===== config.mk =====
export PLATFORM = sky130hd
export DESIGN_NAME = sram_arbiter
export DESIGN_NICKNAME = d
export VERILOG_FILES = /design/src/rtl/sram_arbiter.sv
export SDC_FILE = /design/constraint.sdc
export NUM_CORES = 1
export LEC_CHECK = 0
export BUFFER_PORTS_ARGS = -buffer_cell sky130_fd_sc_hd__buf_2
export CAP_MARGIN = 20
export CORE_ASPECT_RATIO = 1.5
export CORE_MARGIN = 4
export CORE_UTILIZATION = 42
export CTS_CLUSTER_DIAMETER = 200
export DETAILED_ROUTE_END_ITERATION = 10
export PLACE_DENSITY = 0.83
export SLEW_MARGIN = 0
export SYNTH_ARGS = -nofsm -noshare
export SYNTH_HDL_FRONTEND = slang
export SYNTH_SLANG_ARGS = --single-unit

===== constraint.sdc =====
create_clock -name Clock -period 1.9 [get_ports Clock]
set_input_delay 0.19 -clock Clock [delete_from_list [all_inputs] [get_ports Clock]]
set_output_delay 0.19 -clock Clock [all_outputs]
set_load 0.05 [all_outputs]

===== src/rtl/sram_arbiter.sv =====
// Two-requester (CPU read/write, DMA read-only) arbiter driving an async SRAM
// through IDLE/SETUP/ACCESS/DONE. Define SRAM_ARB_ROUND_ROBIN_EN for fair arbitration.
module sram_arbiter #(
  parameter int ADDR_W      = 18,
  parameter int DATA_W      = 16,
  parameter int WAIT_CYCLES = 2
) (
  input  logic              Clock,
  input  logic              Reset,
  input  logic              iCpuReq,
  input  logic              iCpuWe,
  input  logic [ADDR_W-1:0] iCpuAddr,
  input  logic [DATA_W-1:0] iCpuData,
  output logic [DATA_W-1:0] oCpuData,
  output logic              oCpuAck,
  input  logic              iDmaReq,
  input  logic [ADDR_W-1:0] iDmaAddr,
  output logic [DATA_W-1:0] oDmaData,
  output logic              oDmaAck,
  output logic [ADDR_W-1:0] oSramAddr,
  output logic [DATA_W-1:0] oSramData,
  input  logic [DATA_W-1:0] iSramData,
  output logic              oSramDataOe,
  output logic              oSramCe_n,
  output logic              oSramOe_n,
  output logic              oSramWe_n,
  output logic              oBusy
);

  typedef enum logic [1:0] {S_IDLE, S_SETUP, S_ACCESS, S_DONE} state_t;

  localparam logic [3:0] CNT_INIT = 4'(WAIT_CYCLES - 1);

  state_t              r_state, w_next;
  logic [3:0]          r_cnt;
  logic [ADDR_W-1:0]   r_addr;
  logic [DATA_W-1:0]   r_wdata;
  logic [DATA_W-1:0]   r_cpu_data;
  logic [DATA_W-1:0]   r_dma_data;
  logic                r_we;
  logic                r_gnt_dma;
  logic                w_any_req;
  logic                w_gnt_dma;
  logic                w_last_access;

  assign w_any_req     = iCpuReq | iDmaReq;
  assign w_last_access = (r_state == S_ACCESS) && (r_cnt == 4'd0);

`ifdef SRAM_ARB_ROUND_ROBIN_EN
  // r_last_dma: 1 when DMA owned the most recent grant
  logic r_last_dma;

  assign w_gnt_dma = iDmaReq & (~iCpuReq | ~r_last_dma);

  always_ff @(posedge Clock) begin
    if (Reset)
      r_last_dma <= 1'b0;
    else if (r_state == S_IDLE && w_any_req)
      r_last_dma <= w_gnt_dma;
  end
`else
  assign w_gnt_dma = iDmaReq & ~iCpuReq;
`endif

  // State register
  always_ff @(posedge Clock) begin
    if (Reset) r_state <= S_IDLE;
    else       r_state <= w_next;
  end

  // Next-state logic
  always_comb begin
    w_next = r_state;
    case (r_state)
      S_IDLE:   if (w_any_req) w_next = S_SETUP;
      S_SETUP:  w_next = S_ACCESS;
      S_ACCESS: if (r_cnt == 4'd0) w_next = S_DONE;
      S_DONE:   w_next = S_IDLE;
      default:  w_next = S_IDLE;
    endcase
  end

  // Datapath: request latch, wait counter, read capture
  always_ff @(posedge Clock) begin
    if (Reset) begin
      r_cnt      <= 4'd0;
      r_addr     <= '0;
      r_wdata    <= '0;
      r_cpu_data <= '0;
      r_dma_data <= '0;
      r_we       <= 1'b0;
      r_gnt_dma  <= 1'b0;
    end else begin
      if (r_state == S_IDLE && w_any_req) begin
        r_addr    <= w_gnt_dma ? iDmaAddr : iCpuAddr;
        r_we      <= ~w_gnt_dma & iCpuWe;
        r_gnt_dma <= w_gnt_dma;
        if (!w_gnt_dma) r_wdata <= iCpuData;
      end
      if (r_state == S_SETUP)
        r_cnt <= CNT_INIT;
      else if (r_state == S_ACCESS && r_cnt != 4'd0)
        r_cnt <= r_cnt - 4'd1;
      if (w_last_access && !r_we) begin
        if (r_gnt_dma) r_dma_data <= iSramData;
        else           r_cpu_data <= iSramData;
      end
    end
  end

  // Output logic; DONE keeps Ce_n/DataOe asserted to give writes hold time
  always_comb begin
    oSramCe_n   = 1'b1;
    oSramOe_n   = 1'b1;
    oSramWe_n   = 1'b1;
    oSramDataOe = 1'b0;
    oCpuAck     = 1'b0;
    oDmaAck     = 1'b0;
    case (r_state)
      S_SETUP: begin
        oSramCe_n   = 1'b0;
        oSramOe_n   = r_we;
        oSramDataOe = r_we;
      end
      S_ACCESS: begin
        oSramCe_n   = 1'b0;
        oSramOe_n   = r_we;
        oSramWe_n   = ~r_we;
        oSramDataOe = r_we;
      end
      S_DONE: begin
        oSramCe_n   = 1'b0;
        oSramDataOe = r_we;
        oCpuAck     = ~r_gnt_dma;
        oDmaAck     = r_gnt_dma;
      end
      default: ;
    endcase
  end

  assign oBusy     = (r_state != S_IDLE);
  assign oSramAddr = r_addr;
  assign oSramData = r_wdata;
  assign oCpuData  = r_cpu_data;
  assign oDmaData  = r_dma_data;

endmodule


==> reports/metrics.csv <==
stage;metric;value;unit
hold_path;whs_path_depth;3;
yosys;ys_seq_area_share;47.8;%
critical_path;regToRegSetupSlack;0.07;ns
layout;drive_above_1_share;37.2;%
critical_path;critPathMaxFanout;5;
die;die_w;78.1;um
clock_network;clk_pin_slew;0.07;ns
placement;dpl.cell_count;566;
drt;drt_iter0_drc;86;
job;cap_violations;0;
layout;antenna_cells;0;
hold_path;min_path_type;input port to flop;
clock_network;cts.sinks;74;
sta;period_needed;1.83;ns
clock_network;cts.htree.levels;3;
yosys;synth_area;3100;um^2
die;dieArea;8850;um^2
clock_network;root_buffer;clkbuf_8;
drt;ant_nets;0;
critical_path;reg2reg_depth;7;
placement;dp_hpwl;5.67;mm
global_routing;grt_pass1_wl;12.2;mm
critical_path;cpPeakStageDelay;0.37;ns
outcome;status;finished clean;
critical_path;crit_slowest_cell;or3b_4;
placement;io_buffers;145;
critical_path;critical_path.cell_chain;inv_2 -> ha_4 -> or3b_4 -> buf_6 -> nor4b_4 -> buf_6 -> mux2i_1;
drt;vias_per_cell;4.89;
power;p_leak;1.98;nW
yosys;synth_area_leaders;dfxtp_1, nand2b_1, mux2i_1;
global_routing;grt_start_max_net_pins;38;
die;start_util;42.9;%
critical_path;crit_start;r_cnt[0];
critical_path;cp-start-kind;flop;
sta;clock-skew-final;0.00480;ns
critical_path;required;2.15;ns
sta;rsz0062_at_grt;yes;
sta;hold_ws;0.100;ns
yosys;synth_area_leader_cell;dfxtp_1;
power;power_density;1410;nW/um^2
die;die_height;113;um
drt;wirelength;7.64;mm
die;fp-row-count;38;
critical_path;crit_type;flop to flop;
yosys;syn-num-nets;414;
critical_path;crit_path_end_kind;flop;
clock_network;hold_buffers;0;
yosys;syn_area_per_cell;9.25;um^2
clock_network;cts_buffers;9;
sta;worst_slack;0.0719;ns
sta;hold_viol;0;
sta;slew_headroom;54.6;%
critical_path;cp_common_cell;buf_6;
yosys;netlist_instances;335;
critical_path;arrival;2.08;ns
global_routing;grtUsageTotal;16.9;%
layout;nFillCells;658;
global_routing;grt_overflow;0;
die;core-area;7230;um^2
critical_path;r2r-end;oDmaData[9];
critical_path;crit_family;simple AND/OR/NAND/NOR gates;
placement;place_congestion;0.755;
layout;instances_no_fill;584;
drt;via_count;2856;
power;ir_worst_vdd;0.979;mV
clock_network;cts_tree;built;
sta;drv_slew;0;
yosys;ys_warn_count;0;
layout;final_nets;561;
sta;setup_viol;0;
critical_path;path_buf_inv;3;
drt;firstDrtPassIters;4;
yosys;ys_types;32;
clock_network;clockBufferDepth;2;
sta;worst_slew_pin_slew;0.681;ns
drt;drcViolationCount;0;
critical_path;path_depth;7;
placement;pre_cts_ws;0.0191;ns
sta;fmax;0.547;GHz
sta;min_period_over_period;96.2;%
yosys;ys_ff_latch;74;
critical_path;r2r_start;r_cnt[0];
yosys;synth_top_area_share;47.8;%
die;io_pins;146;
layout;area_growth;35.0;%
sta;setup_tns;0;ns
drt;wl_per_cell;13.1;um
global_routing;grt_pass1_vias;2841;
global_routing;antenna_found_initial;0;
clock_network;clk_latency;0.33;ns
critical_path;worstSetupEndpoint;oDmaData[9];
-- cell families after synthesis --
group / count (synthesis) / share of synthesized area, %
simple gates: 124 / 21.3
flops: 74 / 47.8
compound gates: 64 / 13.2
buf+inv: 33 / 4.32
mux: 33 / 10.7
fa+ha+maj: 6 / 2.42
xor+xnor: 1 / 0.283
-- per-stage QoR --
stage	utilization (%)	total power, mW	instance area, um^2
floorplan	-	4.11	3100
global placement	54.6	4.71	3940
detailed placement	54.6	4.78	3940
CTS	56.8	5.82	4100
global route	57.9	6.26	4180
finish	57.9	5.91	4180
-- tightest hold or removal path, cell delays in order --
cell and delay [ns]:
buf_2 0.09, nand2_1 0.04, a21oi_1 0.05
-- area by class of cell --
cell class | instances | area, um^2 | area share [%]
multi-input cells | 228 | 1510 | 36.2
inverters | 9 | 33.8 | 0.807
well taps | 100 | 125 | 2.99
clock buffers | 13 | 159 | 3.80
repair buffers | 160 | 868 | 20.8
flip-flops and latches | 74 | 1480 | 35.5
-- sequential cells by signal, summed over array words and instances, names as in the netlist --
signal,count
r_we,1
r_state,2
oSramAddr,18
r_cnt,4
oSramData,16
oCpuData,16
oDmaData,16
r_gnt_dma,1
-- worst min-delay path by stage --
stage | slack [ns] | to | startpoint
floorplan | 0.33 | oSramData[0] | iCpuData[0]
global placement | 0.43 | oSramData[4] | iCpuData[4]
detailed placement | 0.44 | oSramData[12] | iCpuData[12]
CTS | 0.08 | oSramData[14] | iCpuData[14]
global route | 0.08 | oSramData[15] | iCpuData[15]
finish | 0.10 | oSramData[11] | iCpuData[11]
-- per-layer routing --
metal	vias to the layer above	global-route usage (%)	part of all wire [%]
met1	1315	18.5	41
met2	97	31.0	51
met5	-	0	0
met3	6	4.78	7.1
li1	1438	-	-
met4	0	5.72	0.82
-- cells in the mapped netlist --
library cell	instances
dfxtp_1	74
nand2b_1	53
nand2_1	35
mux2i_1	33
clkbuf_1	21
a211oi_1	19
a21oi_1	19
nor2_1	19
o22ai_1	18
inv_1	8
ha_1	6
nor3_1	5
a2111oi_0	2
and2_1	2
buf_2	2
nor2b_1	2
nor3b_1	2
a21o_1	1
a31o_2	1
a31oi_1	1
buf_6	1
clkinv_1	1
nand3_1	1
nand4b_1	1
nor4_4	1
nor4b_1	1
o211ai_1	1
o21a_1	1
o21ai_0	1
or3b_1	1
or4_1	1
xor2_1	1
-- placed cells by master (no fill, tap or decap), types with 4 or more instances in the layout --
cell type and n:
a211oi_1 19, a21oi_1 19, buf_2 144, buf_4 10, buf_6 4, clkbuf_8 11, dfxtp_1 72, ha_1 5
inv_1 6, mux2i_1 33, nand2_1 35, nand2b_1 53, nor2_1 19, nor3_1 5, o22ai_1 18
-- where the power goes --
part | total (mW) | internal [mW] | switching [mW]
logic | 2.82 | 0.833 | 1.99
registers | 2.06 | 1.87 | 0.188
clock network | 1.02 | 0.526 | 0.499
total | 5.91 | 3.23 | 2.67
-- what timing repair did --
| item | 4_1_cts | 5_1_grt |
|---|---|---|
| endpoints found under the hold margin | 0 | 0 |
| resized for setup | 0 | 17 |
| endpoints found under the setup margin | 0 | 11 |
| buffers inserted | 0 | 4 |
(Power assumes the default switching activity.)
